`config.mk`:
```
export PLATFORM = sky130hd
export DESIGN_NAME = fetch_stage
export DESIGN_NICKNAME = d
export VERILOG_FILES = /design/src/rtl/fetch_stage.sv
export SDC_FILE = /design/constraint.sdc
export NUM_CORES = 1
export LEC_CHECK = 0
export CORE_MARGIN = 5
export CORE_UTILIZATION = 40
export DETAILED_ROUTE_END_ITERATION = 6
export PLACE_DENSITY = 0.73
export SLEW_MARGIN = 25
export SYNTH_ARGS = -nofsm -noshare
export SYNTH_HDL_FRONTEND = slang
export SYNTH_SLANG_ARGS = --single-unit
export TNS_END_PERCENT = 1
```
`constraint.sdc`:
```
create_clock -name clock -period 4.5 [get_ports clock]
set_input_delay 0.9 -clock clock [delete_from_list [all_inputs] [get_ports clock]]
set_output_delay 0.9 -clock clock [all_outputs]
set_load 0.01 [all_outputs]
```
`src/rtl/fetch_stage.sv`:
```
// Instruction fetch stage of the single-issue RV32 core.
// Owns the PC, addresses the combinational instruction memory and delivers
// {inst, pc, fault} to decode through a valid/ready IF/ID register.
// A misaligned or out-of-range PC produces one fault-marked NOP and then the
// stage parks in HALT until execute redirects it.
module fetch_stage #(
  parameter int unsigned           XLEN     = 32,
  parameter int unsigned           ILEN     = 32,
  parameter int unsigned           MEM_SIZE = 1024,
  parameter logic [XLEN-1:0]       RESET_PC = '0
) (
  input  logic            clock,
  input  logic            reset_n,
  output logic [XLEN-1:0] pc,
  input  logic [ILEN-1:0] inst,
  input  logic            redirect_valid,
  input  logic [XLEN-1:0] redirect_pc,
  output logic            out_valid,
  input  logic            out_ready,
  output logic [ILEN-1:0] out_inst,
  output logic [XLEN-1:0] out_pc,
  output logic            out_fault,
  output logic [31:0]     fetch_count
);

  typedef enum logic {RUN = 1'b0, HALT = 1'b1} state_t;

  localparam logic [XLEN-1:0] LAST_WORD = XLEN'(MEM_SIZE - 4);
  localparam logic [ILEN-1:0] NOP_INST  = ILEN'(32'h0000_0013);

  // Misaligned or beyond the last word of instruction memory (unsigned compare).
  function automatic logic fetch_fault(input logic [XLEN-1:0] addr);
    return (addr[1:0] != 2'b00) || (addr > LAST_WORD);
  endfunction

  state_t          state;
  logic [XLEN-1:0] pc_p0;
  logic            vld_p1;
  logic [ILEN-1:0] inst_p1;
  logic [XLEN-1:0] pc_p1;
  logic            fault_p1;
  logic [31:0]     fetch_cnt;

  logic xfer;
  logic load;
  logic fault_p0;

  assign xfer     = vld_p1 && out_ready;
  assign load     = !vld_p1 || out_ready;
  assign fault_p0 = fetch_fault(pc_p0);

  // Stage p0 -> p1: PC update, IF/ID register capture, redirect/halt control.
  always_ff @(posedge clock or negedge reset_n) begin
    if (!reset_n) begin
      state     <= RUN;
      pc_p0     <= RESET_PC;
      vld_p1    <= 1'b0;
      inst_p1   <= '0;
      pc_p1     <= '0;
      fault_p1  <= 1'b0;
      fetch_cnt <= '0;
    end else begin
      // A transfer completing in a redirect cycle still counts.
      if (xfer && !fault_p1)
        fetch_cnt <= fetch_cnt + 32'd1;

      if (redirect_valid) begin
        // Flush whatever is held, even if decode never took it.
        pc_p0  <= redirect_pc;
        vld_p1 <= 1'b0;
        state  <= RUN;
      end else begin
        case (state)
          RUN: begin
            if (load) begin
              if (!fault_p0) begin
                inst_p1  <= inst;
                pc_p1    <= pc_p0;
                fault_p1 <= 1'b0;
                vld_p1   <= 1'b1;
                pc_p0    <= pc_p0 + XLEN'(4);
              end else begin
                // Deliver a single NOP marker carrying the bad PC, then park.
                inst_p1  <= NOP_INST;
                pc_p1    <= pc_p0;
                fault_p1 <= 1'b1;
                vld_p1   <= 1'b1;
                state    <= HALT;
              end
            end
          end
          HALT: begin
            if (xfer)
              vld_p1 <= 1'b0;
          end
          default: state <= RUN;
        endcase
      end
    end
  end

  assign pc          = pc_p0;
  assign out_valid   = vld_p1;
  assign out_inst    = inst_p1;
  assign out_pc      = pc_p1;
  assign out_fault   = fault_p1;
  assign fetch_count = fetch_cnt;

endmodule

```
== Word-level counts from Yosys, hierarchy flattened ==
Index checks and enable logic that the tools add are counted.
W data, S select, Z words.

* Bits in registers: 131
* Input port bits: 68
* Word-level logic and storage cells: 40

* Add/subtract/negate cells: 2
* Magnitude comparators: 1
* Equal/unequal tests: 4
* Muxes and demuxes: 13
* Bitwise operators: 2
* Reductions and logical operators: 11

{| class="wikitable"
|+ Operators by type and width
! kind !! count
|-
| $mux W32 || 5
|-
| $add A32 B1 Y32 const B || 1
|-
| $add A32 B3 Y32 const B || 1
|-
| $gt A32 B10 Y1 const B || 1
|-
| $mux W1 || 7
|-
| $reduce_and A3 Y1 || 2
|-
| $ne A2 B2 Y1 const B || 2
|-
| $reduce_bool A2 Y1 || 2
|-
| $ne A3 B2 Y1 const B || 1
|-
| $ne A3 B3 Y1 const B || 1
|-
| $logic_and A1 B1 Y1 || 2
|-
| $logic_not A1 Y1 || 2
|-
| $logic_or A1 B1 Y1 || 2
|-
| $not A1 Y1 || 2
|-
| $pmux W1 S2 || 1
|-
| $reduce_and A2 Y1 || 1
|}

== Depth between registers and ports, before layout ==
Gate-level depths: netlist (run 1).

* Depth in word-level cells: 6
* Mapped depth: 7
* Mapped depth without buffers: 5

== Least setup slack after synthesis (run 1) ==
Ideal clock, no wire load.

* Path kind: input to register
* Start: input out_ready
* End: register inst_p1[25] (netlist: out_inst[25])
* Arrival time: 2.092 ns
* Setup slack: 2.331 ns
* Stages: 7
* Path buffers: 3
* Cells stage by stage: nand2b_1 -> clkbuf_1 -> and3_1 -> clkbuf_1 -> clkbuf_1 -> nand2_1 -> o21ai_1

* Longest elaborated chain between the ends: 2

{| class="wikitable"
|+ Ends and longest elaborated chain
! element !! RTL line !! source
|-
| start, declared || 19 || <nowiki>input logic out_ready,</nowiki>
|-
| $logic_or A1 B1 Y1 || 49 || <nowiki>assign load = !vld_p1 || out_ready;</nowiki>
|-
| $reduce_and A3 Y1 (no line) || n/a ||
|-
| end signal, assigned || 77 || <nowiki>inst_p1 <= inst;</nowiki>
|-
| end, declared || 39 || <nowiki>logic [ILEN-1:0] inst_p1;</nowiki>
|}

No other way between the ends.
A chain may end at the register's enable or synchronous reset.

== Worst setup path after layout (run 1) ==
* Start: input out_ready
* End: register inst_p1[2] (netlist: out_inst[2])

The elaborated chain is that of the path after synthesis.

==> results of run 1 <==
## Yosys cell counts, drive strengths merged (8+ instances only)
cell type / instances / area, µm²
nor4: 15 / 131.4
nand2: 169 / 634.4
xor2: 16 / 140.1
clkbuf: 22 / 82.58
and3: 8 / 50.05
mux2: 24 / 270.3
dfrtp: 131 / 3278
nand4: 13 / 87.58
nand3: 17 / 85.08
xnor2: 15 / 131.4
or4: 10 / 82.58
nor2: 19 / 71.32
o21ai: 31 / 155.2
## stage by stage
stage,utilization [%],total power [W],instances
2_1_floorplan,-,0.001556,538
3_3_place_gp,55.80,0.001900,894
3_5_place_dp,55.80,0.001910,894
4_1_cts,59.95,0.003261,924
5_1_grt,59.95,0.003370,924
6_report,59.95,0.003228,924
## sequential cells by signal, indices dropped and copies added (netlist names)
signal,flops
pc,32
out_fault,1
fetch_count,32
out_pc,32
out_inst,32
state,1
out_valid,1
## power breakdown
group / leakage (nW) / switching, W / total [W] / internal [W]
Clock: 0.285 / 0.000484 / 0.00134 / 0.000856
Combinational: 1.61 / 0.000220 / 0.000506 / 0.000286
Sequential: 1.67 / 0.000102 / 0.00138 / 0.00128
Total: 3.56 / 0.000806 / 0.00323 / 0.00242
## area by class of cell
class                   count  area (µm²)  area share, %
clock buffers              18       429.2          5.218
clock inverters            12       141.4          1.719
inverters                   5       18.77         0.2282
multi-input cells         376        2126          25.84
flip-flops and latches    131        3278          39.85
well taps                 180       225.2          2.738
repair buffers            202        2007          24.40
## cell families (layout without fill, tap and decap cells)
group	Yosys count	after routing
XOR/XNOR	31	31
adder cells (fa/ha/maj)	2	2
multiplexers	24	24
buffers and inverters	31	237
AO/OA/AOI/OAI	51	51
flip-flops	131	131
AND/OR/NAND/NOR	268	268
## worst paths after layout
path	from	end	slack [ps]	cells past startpoint
min in group asynchronous	reset_n	out_inst[10]	540	1
worst max register to register	pc[28]	out_inst[9]	1800	4
max in group asynchronous	reset_n	out_pc[18]	2930	2
worst max-delay path	out_ready	out_inst[2]	1680	6
worst min-delay path	out_pc[1]	out_pc[1]	470	2
worst min register to register	out_pc[1]	out_pc[1]	470	2
## critical path: stages
cell             delay (ps)
clkdlybuf4s50_1         520
nand2b_1                330
and3_2                  720
buf_4                   430
nand2_1                 120
o21ai_1                 130
## metal layers
layer	vias up	GRT usage [%]
li1	2224	-
met1	2285	24.92
met2	177	30.85
met3	19	8.236
met4	0	6.435
met5	-	0
==> reports/metrics.yaml, run 1 <==
outcome:
  status: "finished, final reports clean"
routing:
  dr.pass1.iters: 4
  top_layer: "met4"
  wl_met3_um: 1423
  drc_errors: 0
  avgViaCountPerCell: 5.092
  wl_met2_um: 7330
  drt_iter0_markers: 293
  m1WireLength_um: 6463
  dr_total_vias: 4705
  wl_per_cell_um: 16.75
  drt-total-wl_um: 15480
  antenna_left: 0
floorplan:
  io_pins: 198
  die_area_um2: 16260
  fp.coreArea_um2: 13720
  die_y_um: 127.5
  dieWidth_um: 127.5
  start_util_pct: 40.26
  placementRows: 43
cells_and_area:
  mostFrequentLayoutCells: "clkdlybuf4s50_1 (196), nand2_1 (169), dfrtp_1 (131)"
  drive_gt1_share_pct: 9.677
  area_growth_pct: 48.90
  final_common_cell: "clkdlybuf4s50_1"
  final_area_um2: 8225
  fillers: 1172
  final_nets: 803
  antenna_cells: 0
synthesis:
  synth_top_family_by_area: "simple AND/OR/NAND/NOR gates"
  postSynthAreaPerCell_um2: 10.27
  syn_area_um2: 5524
  synth_seq_cells: 131
  synthSimpleGateAreaFrac_pct: 22.92
  synth_xor_area_share_pct: 4.915
  synthAdderAreaFrac_pct: 0.4530
  synthMuxAreaShare_pct: 4.892
  syn_nets: 608
  yosysSeqAreaShare_pct: 59.34
  synth_compound_area_share_pct: 5.187
  syn_inst: 538
  yosysWarnings: 0
  synth_edf_count: 0
  ys.flop_type: "dfrtp_1"
  async_reset_ff_share_pct: 100.0
  ys_types: 38
clock_network:
  clk_latency_ps: 410
  clk_pin_slew_worst_paths_ps: 50
  cts_num_sinks: 131
  cts_tree: "done"
  cts_max_level: 4
  postCtsHoldBufs: 0
  cts_buffers: 17
  cts_root_buf: "clkbuf_16"
  cts_resized: 0
  clock_path_buffers: 2
  post_cts_buffers: 0
power_and_ir_drop:
  ir_drop_mv: 0.2321
  leakage_nw: 3.564
  power_density_nw_per_um2: 392.4
global_routing:
  grt_pass1_wl_um: 25550
  grt_pass1_vias: 4965
  grt_max_degree: 59
  antenna_found_initial: 0
  grt_overflow_total: 0
  grt_util_all_layers_pct: 19.73
setup_path:
  cp.required_ps: 4830
  path_class: "input port to register"
  cp-start-kind: "input port"
  path_max_fanout: 34
  arrival_ps: 3150
  cp-end-kind: "register"
placed_design:
  dp_hpwl_um: 11300
  place_congestion: 0.8533
  place_worst_setup_slack_ps: 1250
  portBuffers: 197
  dpl_cell_area_um2: 7655
timing:
  holdWs_ps: 469.4
  max_freq_ghz: 0.3545
  slew_headroom_pct: 34.80
  rsz0062_at_grt: "false"
  setup_viol: 0
  slew_viol_final: 0
  fin_tns_setup_ps: 0
  worstMarginPinSlew_ps: 977.9
  period_needed_ps: 2821
  skew_ps: 11.76
  final.period_utilization_pct: 62.68
  fin_ws_ps: 1679
  final-hold-violation-count: 0
worst_hold_path:
  min-delay-path-class: "register to register"
run:
  maxCapViolCount: 0
Note: power is estimated with default switching activity, not from simulation.
==> run 2, diff against run 1 <==
--- a/config.mk
+++ b/config.mk
@@ -8,7 +8,7 @@
 export CORE_MARGIN = 5
 export CORE_UTILIZATION = 40
 export DETAILED_ROUTE_END_ITERATION = 6
-export PLACE_DENSITY = 0.73
+export PLACE_DENSITY = 0.76
 export SLEW_MARGIN = 25
 export SYNTH_ARGS = -nofsm -noshare
 export SYNTH_HDL_FRONTEND = slang
==> constraint.sdc (replaced) <==
create_clock -name clock -period 2.35 [get_ports clock]
set_input_delay 0.47 -clock clock [delete_from_list [all_inputs] [get_ports clock]]
set_output_delay 0.47 -clock clock [all_outputs]
set_load 0.01 [all_outputs]
==> run 2 against run 1 <==
Net effect: global-route usage grew 0.054 points; routed wire length grew 0.97%; clock-buffer cell count grew 10; setup slack lost 1400 ps; utilization grew 1.2 points; clock power grew 90%; via count grew 1.1%; sequential power grew 92%; clock skew shrank 4.1 ps; largest cell class unchanged; highest routed layer unchanged.
==> reports/metrics.yaml, run 2 (same netlist as run 1, synthesis figures left out) <==
clock_network:
  cts_max_level: 4
  postCtsHoldBufs: 0
  post_cts_buffers: 0
  cts_num_sinks: 131
  clock_path_buffers: 2
  cts_tree: "done"
  cts_buffers: 17
  cts_root_buf: "clkbuf_16"
  clk_pin_slew_worst_paths_ps: 60
  clk_latency_ps: 410
floorplan:
  start_util_pct: 40.26
  die_y_um: 127.5
  die_area_um2: 16260
  dieWidth_um: 127.5
  placementRows: 43
  fp.coreArea_um2: 13720
  io_pins: 198
routing:
  drc_errors: 0
  drt_iter0_markers: 261
  wl_per_cell_um: 16.68
  dr.pass1.iters: 4
  drt-total-wl_um: 15630
  dr_total_vias: 4755
  avgViaCountPerCell: 5.075
  antenna_left: 0
global_routing:
  grt_pass1_wl_um: 25540
  grt_overflow_total: 0
  grt_pass1_vias: 5018
  grt_util_all_layers_pct: 19.79
  antenna_found_initial: 0
  grt_max_degree: 53
cells_and_area:
  antenna_cells: 0
  final_common_cell: "clkdlybuf4s50_1"
  mostFrequentLayoutCells: "clkdlybuf4s50_1 (196), nand2_1 (169), dfrtp_1 (131)"
  area_growth_pct: 51.85
  fillers: 1141
  final_nets: 815
  drive_gt1_share_pct: 11.10
setup_path:
  arrival_ps: 2410
  cp-start-kind: "register"
  rrSetupSlack_ps: 280
  path_max_fanout: 12
  r2r_start: "pc[24]"
  cp.required_ps: 2690
  cp-end-kind: "register"
  r2r_end: "pc[10]"
  path_class: "register to register"
  reg2reg_depth: 5
power_and_ir_drop:
  power_density_nw_per_um2: 737.8
  p_sw_w: 0.001497
  p_int_w: 0.004692
  clkPwrFrac_pct: 41.1
  seqPwrFrac_pct: 42.8
  ir_drop_mv: 0.4558
  leakage_nw: 3.647
  netSwitchingFraction_pct: 24.19
  p_comb_share_pct: 16.1
placed_design:
  dp_hpwl_um: 11370
  portBuffers: 197
  place_congestion: 0.8572
timing:
  period_needed_ps: 2065
  rsz0062_at_grt: "false"
  final.period_utilization_pct: 87.89
  max_freq_ghz: 0.4842
  skew_ps: 7.614
  worstMarginPinSlew_ps: 567.2
  fin_tns_setup_ps: 0
  setup_viol: 0
  slew_viol_final: 0
  final-hold-violation-count: 0
  slew_headroom_pct: 61.84
  holdWs_ps: 28.08
worst_hold_path:
  min-delay-path-class: "input port to asynchronous set/reset pin"
outcome:
  status: "finished, final reports clean"
run:
  maxCapViolCount: 0
-- run 2: cell count changes in the layout (fill, tap and decap cells not counted), moves of 2 or more --
cell       change
clkinv_2       -5
clkbuf_8       +8
bufinv_16      -2
clkbuf_1       +2
buf_12         +4
buf_4          +8
-- run 2: final cells by class --
| class | count | area, µm² | share of cell area, % |
|---|---|---|---|
| Clock buffer | 28 | 546.8 | 6.518 |
| Clock inverter | 3 | 40.04 | 0.4773 |
| Inverter | 5 | 18.77 | 0.2237 |
| Multi-Input combinational cell | 376 | 2132 | 25.42 |
| Sequential cell | 131 | 3278 | 39.08 |
| Tap cell | 180 | 225.2 | 2.685 |
| Timing Repair Buffer | 214 | 2147 | 25.60 |
-- run 2: per-layer routing --
| layer | track usage [%] | wire (µm) |
|---|---|---|
| met5 | 0 | 0 |
| met4 | 7.571 | 312 |
| met3 | 8.194 | 1562 |
| met2 | 31.71 | 7421 |
| met1 | 23.85 | 6329 |
-- run 2: metrics by stage --
stage	util [%]	instance area (µm²)	setup WS (ps)	power (W)	std cells
2_1_floorplan	-	5524	574.2	0.002980	538
3_3_place_gp	56.82	7795	154.2	0.003656	906
3_5_place_dp	56.82	7795	123.7	0.003675	906
4_1_cts	61.09	8382	204.2	0.006258	937
5_1_grt	61.14	8388	120.1	0.006453	937
6_report	61.14	8388	284.7	0.006189	937
-- run 2: repair_timing --
item / CTS / global route
endpoints found under the hold margin: 0 / 0
resized for setup: 0 / 1
setup endpoints to repair: 0 / 1
-- run 2: worst max-delay path, cell delays in order (launching register included) --
cell     delay [ps]
dfrtp_1         410
nor4_1          420
buf_4           190
nand2_1         220
nor4_1          550
o22a_1          210
-- run 2: power by group through the flow --
stage | combinational [W] | clock (W) | sequential (W)
2_1_floorplan | 0.000260 | 0 | 0.00272
3_3_place_gp | 0.000985 | 0 | 0.00267
3_5_place_dp | 0.00100 | 0 | 0.00267
4_1_cts | 0.00101 | 0.00261 | 0.00264
5_1_grt | 0.00109 | 0.00269 | 0.00268
6_report | 0.000995 | 0.00255 | 0.00265
-- run 2: worst max-delay path by stage --
stage	start	end	slack, ps
finish	pc[24]	pc[10]	280
global route	pc[24]	out_inst[5]	120
CTS	pc[25]	pc[10]	200
detailed placement	out_ready	fetch_count[27]	120
global placement	out_ready	fetch_count[31]	150
floorplan	out_fault	fetch_count[29]	570
==> run 3, diff against run 2 <==
==> constraint.sdc (replaced) <==
create_clock -name clock -period 2.35 [get_ports clock]
set_input_delay 0.47 -clock clock [delete_from_list [all_inputs] [get_ports clock]]
set_output_delay 0.47 -clock clock [all_outputs]
set_load 0.02 [all_outputs]
==> results of run 3 <==
Same layout as run 2 (identical final DEF). Status: finished, final reports clean.
Among the figures that moved: total power 0.006189 W -> 0.006339 W; worst IR drop on VDD 0.4558 mV -> 0.4596 mV
